## src/rtl/legv8_pkg.sv

```systemverilog
// Shared LEGv8 control definitions: state codes, opcode constants/masks, ALU codes.
// Latency: n/a (constants and pure functions only).
// Backpressure: n/a.
package legv8_pkg;

   localparam int OPC_BITS = 11;

   // State codes are visible on the debug 'state' port, so they are fixed here.
   typedef enum logic [3:0] {
      S_IDLE   = 4'd0,
      S_FETCH  = 4'd1,
      S_DECODE = 4'd2,
      S_EXEC_R = 4'd3,
      S_WB_R   = 4'd4,
      S_ADDR   = 4'd5,
      S_MEM_RD = 4'd6,
      S_WB_MEM = 4'd7,
      S_MEM_WR = 4'd8,
      S_BR_CBZ = 4'd9,
      S_BR_B   = 4'd10,
      S_ERROR  = 4'd15
   } state_e;

   // Opcode values (IR[31:21]) and the masks selecting the bits that matter.
   localparam logic [OPC_BITS-1:0] OPC_ADD   = 11'b10001011000;
   localparam logic [OPC_BITS-1:0] OPC_SUB   = 11'b11001011000;
   localparam logic [OPC_BITS-1:0] OPC_AND   = 11'b10001010000;
   localparam logic [OPC_BITS-1:0] OPC_ORR   = 11'b10101010000;
   localparam logic [OPC_BITS-1:0] OPC_LDUR  = 11'b11111000010;
   localparam logic [OPC_BITS-1:0] OPC_STUR  = 11'b11111000000;
   localparam logic [OPC_BITS-1:0] OPC_CBZ   = 11'b10110100000;
   localparam logic [OPC_BITS-1:0] OPC_B     = 11'b00010100000;

   localparam logic [OPC_BITS-1:0] MASK_FULL = 11'b11111111111;
   localparam logic [OPC_BITS-1:0] MASK_CBZ  = 11'b11111111000;
   localparam logic [OPC_BITS-1:0] MASK_B    = 11'b11111100000;

   // alu_op codes
   localparam logic [1:0] ALUOP_ADD   = 2'b00;
   localparam logic [1:0] ALUOP_PASSB = 2'b01;
   localparam logic [1:0] ALUOP_FUNCT = 2'b10;

   // alu_src_b codes
   localparam logic [1:0] SRCB_RM       = 2'd0;
   localparam logic [1:0] SRCB_FOUR     = 2'd1;
   localparam logic [1:0] SRCB_SEXT     = 2'd2;
   localparam logic [1:0] SRCB_SEXT_SH2 = 2'd3;

   // pc_source codes
   localparam logic [1:0] PCSRC_ALU    = 2'd0;
   localparam logic [1:0] PCSRC_BRANCH = 2'd1;

   // ALU operation codes produced by alu_ctrl for the ALU block.
   localparam logic [3:0] ALU_AND   = 4'b0000;
   localparam logic [3:0] ALU_ORR   = 4'b0001;
   localparam logic [3:0] ALU_ADD   = 4'b0010;
   localparam logic [3:0] ALU_SUB   = 4'b0110;
   localparam logic [3:0] ALU_PASSB = 4'b0111;

   // Instruction class resolved in DECODE.
   typedef enum logic [2:0] {
      CLS_NOP = 3'd0,
      CLS_R   = 3'd1,
      CLS_MEM = 3'd2,
      CLS_CBZ = 3'd3,
      CLS_B   = 3'd4
   } ins_cls_e;

   // Every datapath select/enable driven by the FSM, one bundle.
   typedef struct packed {
      logic       pc_write;
      logic       pc_write_cond;
      logic [1:0] pc_source;
      logic       ir_write;
      logic       i_or_d;
      logic       mem_read;
      logic       mem_write;
      logic       mem_to_reg;
      logic       reg_write;
      logic       reg2loc;
      logic       alu_src_a;
      logic [1:0] alu_src_b;
      logic [1:0] alu_op;
   } ctrl_t;

   function automatic logic opc_match(input logic [OPC_BITS-1:0] opc,
                                      input logic [OPC_BITS-1:0] val,
                                      input logic [OPC_BITS-1:0] mask);
      return ((opc ^ val) & mask) == '0;
   endfunction

   function automatic ins_cls_e classify(input logic [OPC_BITS-1:0] opc);
      ins_cls_e cls;
      cls = CLS_NOP;
      if (opc_match(opc, OPC_ADD, MASK_FULL) || opc_match(opc, OPC_SUB, MASK_FULL) ||
          opc_match(opc, OPC_AND, MASK_FULL) || opc_match(opc, OPC_ORR, MASK_FULL))
         cls = CLS_R;
      else if (opc_match(opc, OPC_LDUR, MASK_FULL) || opc_match(opc, OPC_STUR, MASK_FULL))
         cls = CLS_MEM;
      else if (opc_match(opc, OPC_CBZ, MASK_CBZ))
         cls = CLS_CBZ;
      else if (opc_match(opc, OPC_B, MASK_B))
         cls = CLS_B;
      return cls;
   endfunction

   // ALU control: alu_op from the FSM plus the opcode for R-type funct decode.
   function automatic logic [3:0] alu_ctrl(input logic [1:0] alu_op,
                                           input logic [OPC_BITS-1:0] opc);
      logic [3:0] op;
      op = ALU_ADD;
      case (alu_op)
         ALUOP_ADD:   op = ALU_ADD;
         ALUOP_PASSB: op = ALU_PASSB;
         ALUOP_FUNCT: begin
            if (opc_match(opc, OPC_SUB, MASK_FULL))      op = ALU_SUB;
            else if (opc_match(opc, OPC_AND, MASK_FULL)) op = ALU_AND;
            else if (opc_match(opc, OPC_ORR, MASK_FULL)) op = ALU_ORR;
            else                                         op = ALU_ADD;
         end
         default:     op = ALU_ADD;
      endcase
      return op;
   endfunction

endpackage

```

## src/rtl/mem_timeout_ctr.sv

```systemverilog
// Memory-wait watchdog: counts stalled cycles and flags the one that reaches TIMEOUT.
// Latency: hit is combinational on the current count and cnt_en.
// Backpressure: none; clr has priority over counting.
// Ports: clk, reset (async active-low), clr (restart count), cnt_en (stalled this
//        cycle), hit (this stalled cycle is the TIMEOUT-th one).
module mem_timeout_ctr #(
   parameter int TIMEOUT = 16
) (
   input  logic clk,
   input  logic reset,
   input  logic clr,
   input  logic cnt_en,
   output logic hit
);

   // Count holds stalled cycles already seen; it never needs to exceed TIMEOUT-1.
   localparam int CW = (TIMEOUT > 2) ? $clog2(TIMEOUT) : 1;

   logic [CW-1:0] cnt_q;

   assign hit = cnt_en && (cnt_q == CW'(TIMEOUT - 1));

   always_ff @(posedge clk or negedge reset) begin
      if (!reset) begin
         cnt_q <= '0;
      end else if (clr) begin
         cnt_q <= '0;
      end else if (cnt_en && !hit) begin
         cnt_q <= cnt_q + CW'(1);
      end
   end

endmodule

```

## src/rtl/multicycle_control_fsm.sv

```systemverilog
// Moore control FSM sequencing a multi-cycle LEGv8 datapath with a unified memory.
// Latency: R 4, LDUR 5, STUR 4, CBZ/B 3 cycles with zero-wait memory; NOP 2.
// Backpressure: mem_ready stalls FETCH/MEM_RD/MEM_WR; a TIMEOUT-long stall parks in ERROR.
// Ports: clk, reset (async active-low), run, opcode (IR[31:21]), zero, mem_ready;
//        datapath controls pc_write..alu_op, error (sticky), state (debug), instr_count.
module multicycle_control_fsm
   import legv8_pkg::*;
#(
   parameter int OPC_W   = 11,
   parameter int TIMEOUT = 16,
   parameter int CNT_W   = 32
) (
   input  logic             clk,
   input  logic             reset,
   input  logic             run,
   input  logic [OPC_W-1:0] opcode,
   input  logic             zero,
   input  logic             mem_ready,
   output logic             pc_write,
   output logic             pc_write_cond,
   output logic [1:0]       pc_source,
   output logic             ir_write,
   output logic             i_or_d,
   output logic             mem_read,
   output logic             mem_write,
   output logic             mem_to_reg,
   output logic             reg_write,
   output logic             reg2loc,
   output logic             alu_src_a,
   output logic [1:0]       alu_src_b,
   output logic [1:0]       alu_op,
   output logic             error,
   output logic [3:0]       state,
   output logic [CNT_W-1:0] instr_count
);

   state_e     state_q;
   state_e     state_nxt;
   ctrl_t      ctrl;
   ins_cls_e   cls;
   logic       wait_st;
   logic       to_clr;
   logic       to_en;
   logic       to_hit;
   logic       retire;

   // zero only qualifies the PC load inside the datapath (via pc_write_cond);
   // the FSM never branches on it.
   logic unused_zero;
   assign unused_zero = zero;

   assign cls = classify(opcode);

   //---------------------------------------------------------------------------
   // Memory watchdog. Any state change restarts the count, which covers every
   // entry into a waiting state; only waiting states with mem_ready low count.
   //---------------------------------------------------------------------------
   assign wait_st = (state_q == S_FETCH) || (state_q == S_MEM_RD) || (state_q == S_MEM_WR);
   assign to_en   = wait_st && !mem_ready;
   assign to_clr  = (state_nxt != state_q);

   mem_timeout_ctr #(
      .TIMEOUT (TIMEOUT)
   ) u_timeout (
      .clk    (clk),
      .reset  (reset),
      .clr    (to_clr),
      .cnt_en (to_en),
      .hit    (to_hit)
   );

   //---------------------------------------------------------------------------
   // State register
   //---------------------------------------------------------------------------
   always_ff @(posedge clk or negedge reset) begin
      if (!reset) begin
         state_q <= S_IDLE;
      end else begin
         state_q <= state_nxt;
      end
   end

   //---------------------------------------------------------------------------
   // Next state. mem_ready is tested before the watchdog so a completion in the
   // same cycle the stall limit is reached still finishes the access.
   //---------------------------------------------------------------------------
   always_comb begin
      state_nxt = state_q;
      case (state_q)
         S_IDLE: begin
            if (run) state_nxt = S_FETCH;
         end
         S_FETCH: begin
            if (mem_ready)   state_nxt = S_DECODE;
            else if (to_hit) state_nxt = S_ERROR;
         end
         S_DECODE: begin
            case (cls)
               CLS_R:   state_nxt = S_EXEC_R;
               CLS_MEM: state_nxt = S_ADDR;
               CLS_CBZ: state_nxt = S_BR_CBZ;
               CLS_B:   state_nxt = S_BR_B;
               default: state_nxt = S_FETCH;
            endcase
         end
         S_EXEC_R: state_nxt = S_WB_R;
         S_WB_R:   state_nxt = S_FETCH;
         S_ADDR: begin
            // Only LDUR/STUR reach ADDR, so anything other than LDUR is a store.
            if (opc_match(opcode, OPC_LDUR, MASK_FULL)) state_nxt = S_MEM_RD;
            else                                        state_nxt = S_MEM_WR;
         end
         S_MEM_RD: begin
            if (mem_ready)   state_nxt = S_WB_MEM;
            else if (to_hit) state_nxt = S_ERROR;
         end
         S_WB_MEM: state_nxt = S_FETCH;
         S_MEM_WR: begin
            if (mem_ready)   state_nxt = S_FETCH;
            else if (to_hit) state_nxt = S_ERROR;
         end
         S_BR_CBZ: state_nxt = S_FETCH;
         S_BR_B:   state_nxt = S_FETCH;
         S_ERROR:  state_nxt = S_ERROR;
         default:  state_nxt = S_IDLE;
      endcase
   end

   //---------------------------------------------------------------------------
   // Output decode from the state register. The only input term is mem_ready
   // in FETCH: IR/PC must load exactly in the cycle the fetch data returns.
   //---------------------------------------------------------------------------
   always_comb begin
      ctrl = '0;
      case (state_q)
         S_FETCH: begin
            ctrl.mem_read  = 1'b1;
            ctrl.i_or_d    = 1'b0;
            ctrl.alu_src_a = 1'b0;
            ctrl.alu_src_b = SRCB_FOUR;
            ctrl.alu_op    = ALUOP_ADD;
            ctrl.ir_write  = mem_ready;
            ctrl.pc_write  = mem_ready;
         end
         S_DECODE: begin
            // Branch target is computed speculatively while the opcode decodes.
            ctrl.alu_src_a = 1'b0;
            ctrl.alu_src_b = SRCB_SEXT_SH2;
            ctrl.alu_op    = ALUOP_ADD;
         end
         S_EXEC_R: begin
            ctrl.alu_src_a = 1'b1;
            ctrl.alu_src_b = SRCB_RM;
            ctrl.alu_op    = ALUOP_FUNCT;
            ctrl.reg2loc   = 1'b0;
         end
         S_WB_R: begin
            ctrl.reg_write  = 1'b1;
            ctrl.mem_to_reg = 1'b0;
         end
         S_ADDR: begin
            ctrl.alu_src_a = 1'b1;
            ctrl.alu_src_b = SRCB_SEXT;
            ctrl.alu_op    = ALUOP_ADD;
            ctrl.reg2loc   = 1'b1;
         end
         S_MEM_RD: begin
            ctrl.mem_read = 1'b1;
            ctrl.i_or_d   = 1'b1;
         end
         S_WB_MEM: begin
            ctrl.reg_write  = 1'b1;
            ctrl.mem_to_reg = 1'b1;
         end
         S_MEM_WR: begin
            // Rt is read through port 2 as the store data.
            ctrl.mem_write = 1'b1;
            ctrl.i_or_d    = 1'b1;
            ctrl.reg2loc   = 1'b1;
         end
         S_BR_CBZ: begin
            ctrl.reg2loc       = 1'b1;
            ctrl.alu_src_a     = 1'b1;
            ctrl.alu_src_b     = SRCB_RM;
            ctrl.alu_op        = ALUOP_PASSB;
            ctrl.pc_write_cond = 1'b1;
            ctrl.pc_source     = PCSRC_BRANCH;
         end
         S_BR_B: begin
            ctrl.pc_write  = 1'b1;
            ctrl.pc_source = PCSRC_BRANCH;
         end
         default: ctrl = '0;
      endcase
   end

   assign pc_write      = ctrl.pc_write;
   assign pc_write_cond = ctrl.pc_write_cond;
   assign pc_source     = ctrl.pc_source;
   assign ir_write      = ctrl.ir_write;
   assign i_or_d        = ctrl.i_or_d;
   assign mem_read      = ctrl.mem_read;
   assign mem_write     = ctrl.mem_write;
   assign mem_to_reg    = ctrl.mem_to_reg;
   assign reg_write     = ctrl.reg_write;
   assign reg2loc       = ctrl.reg2loc;
   assign alu_src_a     = ctrl.alu_src_a;
   assign alu_src_b     = ctrl.alu_src_b;
   assign alu_op        = ctrl.alu_op;
   assign error         = (state_q == S_ERROR);
   assign state         = state_q;

   //---------------------------------------------------------------------------
   // Retired-instruction counter: bumps on the final cycle of a legal
   // instruction. DECODE->FETCH (NOP) is deliberately excluded.
   //---------------------------------------------------------------------------
   assign retire = (state_nxt == S_FETCH) &&
                   (state_q inside {S_WB_R, S_WB_MEM, S_MEM_WR, S_BR_CBZ, S_BR_B});

   always_ff @(posedge clk or negedge reset) begin
      if (!reset) begin
         instr_count <= '0;
      end else if (retire) begin
         instr_count <= instr_count + CNT_W'(1);
      end
   end

endmodule

```

## config.mk

```make
export PLATFORM = sky130hd
export DESIGN_NAME = multicycle_control_fsm
export DESIGN_NICKNAME = d
export VERILOG_FILES = /design/src/rtl/legv8_pkg.sv /design/src/rtl/mem_timeout_ctr.sv /design/src/rtl/multicycle_control_fsm.sv
export SDC_FILE = /design/constraint.sdc
export NUM_CORES = 1
export LEC_CHECK = 0
export CAP_MARGIN = 20
export CORE_UTILIZATION = 45
export CTS_BUF_LIST = sky130_fd_sc_hd__clkbuf_8
export DETAILED_ROUTE_END_ITERATION = 7
export GPL_ROUTABILITY_DRIVEN = 0
export PLACE_DENSITY = 0.72
export REMOVE_ABC_BUFFERS = 1
export SYNTH_ARGS = -nofsm -noshare
export SYNTH_HDL_FRONTEND = slang
export SYNTH_SLANG_ARGS = --single-unit
```

## constraint.sdc

```tcl
create_clock -name clk -period 6.3 [get_ports clk]
set_clock_uncertainty 0.2 [all_clocks]
set_input_delay 1.575 -clock clk [delete_from_list [all_inputs] [get_ports clk]]
set_output_delay 1.575 -clock clk [all_outputs]
set_load 0.05 [all_outputs]
```

==> flow_results.org, run 1 <==
** Yosys
- Ys async rst share :: 100%
- Among all flip-flop cells after synthesis, the most frequent one is sky130_fd_sc_hd__dfrtp_1.
- The biggest area contributor in the post-synthesis netlist is sky130_fd_sc_hd__dfrtp_1.
- Sequential-to-total area share from yosys stat :: 38.4%
- After Yosys synthesis, XOR and XNOR cells account for approximately 12% of the synthesized area.
- Simple-gate area share of the yosys netlist :: between 30% and 40%
- Summing every instance area after synthesis gives 2610 sq um.
- Synthesis produced 250 cells.
- The most common cell in the synthesized netlist is sky130_fd_sc_hd__dfrtp_1.
- Area share of the largest cell type after synthesis :: a little under two fifths
- By area, the combinational part of the netlist is dominated by simple AND/OR/NAND/NOR gates.
- The portion of synthesized area spent on multiplexers is under 10%.
- Adder and majority gate portion of the synthesized area :: 0.960%
- Average cell area after synthesis :: 10.4 sq um
- Post-synthesis sequential element count :: 40
- For this run, the number of Yosys warnings is 0.
- After synthesis, the netlist uses 69 different library cells.
- Dominant cells by area after synthesis :: sky130_fd_sc_hd__dfrtp_1 (38%), sky130_fd_sc_hd__xor2_1 (6.7%), sky130_fd_sc_hd__xnor2_1 (4.7%)
- Number of enable-type register cells in the synthesized netlist :: 0
- Complex-gate fraction of the synthesized area :: a little over a tenth
- Ranked by instance count, the synthesized netlist is headed by sky130_fd_sc_hd__dfrtp_1 (40), sky130_fd_sc_hd__nor2_1 (22), sky130_fd_sc_hd__xor2_1 (20).

** Critical path
- Startpoint class of the critical path :: primary input
- The setup path with the least slack is of type primary input to output port.
- Data on the critical path arrives at its endpoint at approximately 3400 ps.
- Critical path required time :: around 4500 ps
- Along the worst path, the maximum fanout reaches 8.
- Worst Setup End Kind :: output port

** Floorplanning
- IO Count :: 69
- The die is 78.1 um wide.
- The initialized floorplan defines 27 standard-cell rows.
- The die covers between 6000 and 7000 sq um.
- Die Y :: roughly 80 um
- For this configuration, the core starts out at a cell density of 47.1%.
- Core area :: between 5000 and 6000 sq um

** Global route
- Wire length of the first global-routing pass :: 9.60 mm
- Global router's overall resource usage :: between 10% and 20%
- Entering global routing, the biggest net connects between 40 and 50 pins.
- Met1 Usage GRT :: roughly 28%
- Number of antenna violations at the first check in global routing :: 0
- Global routing finished with a remaining overflow of 0.
- Met3 layer usage reported by global route :: roughly 4%
- The via count of the first global-routing pass was 1983.
- In this run the most used layer during global routing was met2.
- Met2 Usage GRT :: between 30 and 40%

** Drt
- In this run, the number of DRC markers left after iteration 0 of detailed routing was approximately 110.
- Antenna-violating nets left :: 0
- The routed layout has 2103 vias.
- The first detailed-routing pass took 4 iterations.
- Final routed wirelength across all metal layers :: roughly 5.6 mm
- After detailed routing, the number of vias per cell comes to between 5 and 6.
- For this run, design rule violations remaining after detail routing come to 0.
- Dividing the detail-routed wire length by the instance count gives around 15 um.

** Final layout
- After filler insertion, the fill cell instance count of the layout stands at 500.
- Relative to the synthesized area, the layout overhead comes to 27.9%.
- In the final design database the tool counted 330 nets.
- After routing the design area is 3330 sq um.
- 0 antenna diodes ended up in the layout.
- The post-route netlist has 13.5% of its cells at a drive strength greater than 1.

** Timing
- The final count of pins violating max slew is 0.
- Setup repair after global routing left no endpoint under its margin.
- Final count of hold timing violations :: 0
- Timing would allow up to approximately 190 MHz.
- Setup violations remaining at the end of the flow were counted as 0.
- Setup slack on the critical path of the routed design comes to between 1000 and 1500 ps.
- Tcrit/Tclk final :: 82.5%
- Headroom to the max-slew limit came out at a little over two fifths.
- At the pin with the least slew margin, the transition time is about 870 ps.
- Subtracting the final worst setup slack from the clock period gives roughly 5200 ps.
- Setup total negative slack on the finished layout was measured at 0 ps.

** Place
- In this run the tool buffered the top-level ports with 66 buffer cells.
- Timing analysis after detailed placement gives a worst setup slack of 1100 ps.
- Detailed placement finished with a half-perimeter wire length of 4.09 mm.
- Placed cell area :: around 3300 sq um

** Power and ir drop
- In this run the static leakage power is 1.48 nW.
- Power per cell area :: 336 nW/um^2
- Worst VDD drop :: ~270 uV

** Job
- Total of max-cap violations :: 0

** Clock network
- Clock buffer count from CTS :: 5
- CTS resizes :: 0
- The number of setup buffers added after CTS is 0.
- Clock tree from TritonCTS :: built
- Maximum buffer depth of the clock tree :: 2
- For this design, the sink count on the clock tree is 40.
- The tree is rooted in a sky130_fd_sc_hd__clkbuf_8.
- H-Tree Depth :: 2
- Post-cts hold buffer count :: 0
- Clock latency on the worst-skew pair, taken at its later pin, is between 200 and 300 ps.
- After clock tree synthesis, the clock-pin slew on the worst setup and hold paths is around 70 ps.

** Run status
- The run finished with clean final reports.

** Worst hold path
- Worst min-delay path category :: flip-flop to flip-flop
==> final timing paths <==
path	end	depth (start not counted)	slack [ps]	start
max reg2reg	u_timeout.cnt_q[1]	5	3710	state[1]
max in group asynchronous	instr_count[13]	1	4150	reset
min reg2reg	instr_count[31]	1	280	instr_count[31]
min in group asynchronous	instr_count[27]	1	1200	reset
min	instr_count[31]	1	280	instr_count[31]
max	pc_write	5	1100	mem_ready
==> where the power goes <==
group | switching (W) | internal, W | leakage [nW]
Clock | 0.0000818 | 0.0000737 | 0.0452
Sequential | 0.0000924 | 0.000280 | 0.523
Combinational | 0.000359 | 0.000233 | 0.917
==> routing by layer <==
metal  share of wire, %  vias to the layer above
li1                   -                     1032
met4               0.41                        0
met1                 48                     1028
met5                  0                        -
met2                 47                       39
met3                4.4                        4
==> stage by stage <==
step	hold slack (ps)	std cells	utilization, %	total power [W]
floorplan	365	239	-	0.000787
global placement	261	377	58.8	0.000962
detailed placement	265	377	58.8	0.000970
CTS	280	384	60.2	0.00113
global route	314	384	60.2	0.00118
finish	277	384	60.2	0.00112
==> area by class of cell <==
class | count | area (sq um) | share of cell area, %
Multi-Input combinational cell | 189 | 1470 | 44.2
Sequential cell | 40 | 1000 | 30.0
Timing Repair Buffer | 66 | 656 | 19.7
Tap cell | 72 | 90.1 | 2.70
Clock buffer | 5 | 68.8 | 2.06
Inverter | 10 | 37.5 | 1.13
Clock inverter | 2 | 8.76 | 0.263
==> worst max-delay path, stage by stage <==
cell	delay (ps)
sky130_fd_sc_hd__clkdlybuf4s50_1	640
sky130_fd_sc_hd__nor3b_1	220
sky130_fd_sc_hd__a31oi_1	60
sky130_fd_sc_hd__nor2_1	120
sky130_fd_sc_hd__clkdlybuf4s50_1	810
==> cells by family after synthesis <==
kind of cell	after synthesis
AOI/OAI and AO/OA	32
xor gates and xnor gates	35
adders and majority gates	2
buffers and inverters	21
DFF	40
muxes	3
other	1
and+or+nand+nor	116
==> flip-flops by register name (all words and copies together), names as in the netlist <==
| name | flops |
|---|---|
| state | 4 |
| instr_count | 32 |
| u_timeout.cnt_q | 4 |
==> cell usage in the layout, fill, tap and decap left out, types with 2 or more instances in the layout <==
cell                               n
sky130_fd_sc_hd__nor4b_2           2
sky130_fd_sc_hd__clkdlybuf4s50_1  65
sky130_fd_sc_hd__or4_1             2
sky130_fd_sc_hd__o21bai_1          2
sky130_fd_sc_hd__nand3_1          12
sky130_fd_sc_hd__o41ai_1           2
sky130_fd_sc_hd__nor3b_1           2
sky130_fd_sc_hd__nand4_2           2
sky130_fd_sc_hd__or3_4             2
sky130_fd_sc_hd__a31oi_1           2
sky130_fd_sc_hd__and4bb_2          2
sky130_fd_sc_hd__and3_1            3
sky130_fd_sc_hd__clkbuf_8          5
sky130_fd_sc_hd__ha_1              2
sky130_fd_sc_hd__mux2i_1           2
sky130_fd_sc_hd__dfrtp_1          40
sky130_fd_sc_hd__or3_1             2
sky130_fd_sc_hd__a211oi_1          5
sky130_fd_sc_hd__xnor2_1          14
sky130_fd_sc_hd__nand4_1           6
sky130_fd_sc_hd__nor4_2            5
sky130_fd_sc_hd__and2_1            3
sky130_fd_sc_hd__and4_1            4
sky130_fd_sc_hd__nand2b_1          3
sky130_fd_sc_hd__nand2_1          15
sky130_fd_sc_hd__xor2_1           20
sky130_fd_sc_hd__nor3_1           10
sky130_fd_sc_hd__nor2_1           22
sky130_fd_sc_hd__a21oi_1           6
sky130_fd_sc_hd__inv_1            10
(Power assumes the default switching activity.)
==> run 2, diff against run 1 <==
Settings changed: PLACE_DENSITY 0.72 to 0.75.
Clock period 6.3 ns to 4.65 ns, I/O delays scaled along.
==> flow_results.org, run 2 (same netlist as run 1, synthesis figures left out) <==
** Timing
- The slew of the pin with the lowest slew margin is 855 ps (was 868 ps).
- Tightest hold margin :: 302 ps (was 277 ps)
- The total negative setup slack was 0 ps (unchanged).
- For the finished layout, the period the worst path requires is between 4000 and 5000 ps.
- Final count of hold timing violations :: 0 (unchanged)
- The worst slew margin relative to its limit came to 43.0% (was 42.1%).
- Setup-failing EPs final :: 0 (unchanged)
- Final Max Slew Viols :: 0 (unchanged)
- Unrepaired setup endpoints after global routing: false (unchanged).
- Tcrit/Tclk final :: roughly nine tenths
- Maximum frequency from static timing analysis :: roughly 240 MHz

** Final layout
- Area of all placed cells without fillers :: 3350 sq um (was 3330 sq um)
- Area growth from synthesis to layout :: 28.4% (was 27.9%)
- The register ranked first by flip-flop count is instr_count (unchanged).
- The final cell utilization of the core is 60.4% (was 60.2%).
- The fraction of layout cells with a size suffix above 1 came to 14.3% (was 13.5%).
- The area of all sequential standard cells was 1000 sq um (unchanged).
- Number of antenna repair diodes :: 0 (unchanged)
- The number of flip-flops under the largest register name is 32 (unchanged).
- Most common library cell in the layout ignoring fill and taps :: sky130_fd_sc_hd__clkdlybuf4s50_1 (unchanged)
- Layout net count :: 332 (was 330)
- Area taken by multi-input logic gates :: 1470 sq um (unchanged)
- Number of fillers in the final layout :: 481 (was 500)
- Commonest cells after routing, fill and taps aside: sky130_fd_sc_hd__clkdlybuf4s50_1 (64), sky130_fd_sc_hd__dfrtp_1 (40), sky130_fd_sc_hd__nor2_1 (22) (was sky130_fd_sc_hd__clkdlybuf4s50_1 (65), sky130_fd_sc_hd__dfrtp_1 (40), sky130_fd_sc_hd__nor2_1 (22)).

** Critical path
- Buffer and inverter count on the worst path :: 2 (unchanged)
- Standard cell with the maximum stage delay on the critical path :: sky130_fd_sc_hd__clkdlybuf4s50_1 (unchanged)
- Max FO, Critical Path :: 8 (unchanged)
- Critical path required time :: 3290 ps (was 4530 ps)
- Count of cells along the worst register-to-register path :: 5 (unchanged)
- Peak per-stage delay on the critical path :: 790 ps (was 810 ps)
- Levels on crit path :: 3 (was 5)
- The most numerous cell on the critical path is sky130_fd_sc_hd__clkdlybuf4s50_1 (unchanged).
- Startpoint of the most critical setup path :: mem_ready (unchanged)
- R2R Path Start :: state[2] (was state[1])
- The class of the most critical setup path is primary input to output port (unchanged).
- The setup slack of the worst register-to-register path is 2050 ps (was 3710 ps).
- The endpoint of the lowest-slack register-to-register path is u_timeout.cnt_q[3] (was u_timeout.cnt_q[1]).
- Worst Setup End Kind :: output port (unchanged)
- Destination of the critical timing path :: ir_write (was pc_write)
- The nature of the critical path startpoint was a primary input (unchanged).
- Kind of cell adding the most delay to the critical path :: buffers and inverters (unchanged)
- Crit path arrival time :: 2770 ps (was 3420 ps)
- Worst-path cell chain :: clkdlybuf4s50_1 -> and2_1 -> clkdlybuf4s50_1 (was clkdlybuf4s50_1 -> nor3b_1 -> a31oi_1 -> nor2_1 -> clkdlybuf4s50_1)

** Floorplanning
- Initial Util :: 47.1% (unchanged)
- The x dimension of the die was 78.1 um (unchanged).
- The die outline height came to 78.1 um (unchanged).
- The I/O pin total came to 69 (unchanged).
- Die Outline Area :: 6100 sq um (unchanged)
- The row count is 27 (unchanged).
- Core area :: 5540 sq um (unchanged)

** Clock network
- The root buffer selected by CTS is sky130_fd_sc_hd__clkbuf_8 (unchanged).
- The number of buffers inserted for hold repair after clock tree synthesis was 0 (unchanged).
- The total clock sinks came to 40 (unchanged).
- H-Tree Depth :: 2 (unchanged)
- The clock-pin slew on the worst setup and hold paths was 70 ps (about the same).
- The post-cts gate resize count came to 0 (unchanged).
- The number of buffers added for setup after CTS came to 0 (unchanged).
- The TritonCTS clock tree is built (unchanged).
- Clock buffer count from CTS :: 5 (unchanged)
- Maximum buffer depth of the clock tree :: 2 (unchanged)
- The clock latency at the later pin of the worst-skew pair is 290 ps (was 280 ps).

** Drt
- The detail-routed via count per cell came to 5.53 (was 5.48).
- Final routed wirelength across all metal layers :: 5.62 mm (about the same)
- DRC violation total after the first TritonRoute iteration :: 93 (was 107)
- Drt drc :: 0 (unchanged)
- Count of vias placed by the detailed router :: 2136 (was 2103)
- The average wire per cell in the routed design was 14.6 um (about the same).
- The remaining number of nets flagged by the antenna check after routing came to 0 (unchanged).
- Pre-antenna DRT Iters :: 4 (unchanged)

** Global route
- Wire length of the first global-routing pass :: 9.38 mm (was 9.60 mm)
- The via count of the first global-routing pass was 1990 (was 1983).
- The sum of overflow across all layers after global routing came to 0 (unchanged).
- Global router's overall resource usage :: 19.3% (about the same)
- Number of antenna violations at the first check in global routing :: 0 (unchanged)
- The maximum number of pins on one net before global-route repair is 41 (unchanged).

** Power and ir drop
- P_leak :: 1.50 nW (was 1.48 nW)
- The peak ir drop on the vdd network was 320 uV (was 267 uV).
- Post-route total power :: 0.00153 W (was 0.00112 W)
- Power per cell area :: 456 nW/um^2 (was 336 nW/um^2)

** Worst hold path
- The class of the most critical hold timing path was flip-flop to flip-flop (unchanged).
- The startpoint of the most critical hold path is instr_count[21] (was instr_count[31]).

** Place
- Post-DP HPWL :: 4.15 mm (was 4.09 mm)
- The total cell area at the placement stage is 3270 sq um (was 3260 sq um).
- Count of port buffers added during placement :: 66 (unchanged)

** Run status
- Status: completed (unchanged).

** Job
- The number of max-cap violations is 0 (unchanged).
-- run 2: changes by cell type in the layout (fill, tap and decap cells not counted) --
cell / before / now
sky130_fd_sc_hd__clkdlybuf4s50_1: 65 / 64
sky130_fd_sc_hd__buf_4: 0 / 3
-- run 2: layout make-up --
cell class              instances  area share (%)
multi-input cells             189            44.0
well taps                      72            2.69
flip-flops and latches         40            29.9
repair buffers                 68            20.0
clock buffers                   5            2.06
clock inverters                 2           0.262
inverters                      10            1.12
-- run 2: report_power, final --
part / switching [W] / internal [W] / leakage, nW
sequential: 0.000105 / 0.000380 / 0.523
combinational: 0.000504 / 0.000321 / 0.929
clock: 0.000115 / 0.0000998 / 0.0452
total: 0.000724 / 0.000801 / 1.50
-- run 2: through the flow --
stage	cells	setup WS, ps
CTS	386	510
global placement	379	531
finish	386	519
detailed placement	379	513
floorplan	239	622
global route	386	460
-- run 2: routing by layer --
metal	up-vias	routed length, um	track usage, %
met3	7	220	3.95
li1	1034	-	-
met1	1048	2670	26.8
met5	-	0	0
met4	0	51	6.30
met2	47	2690	30.1
-- run 2: worst min path at each step --
stage,depth (start not counted),slack (ps),end
floorplan,2,370,u_timeout.cnt_q[3]
global placement,1,260,instr_count[31]
detailed placement,1,270,instr_count[31]
CTS,1,300,instr_count[21]
global route,1,320,instr_count[29]
finish,1,300,instr_count[21]
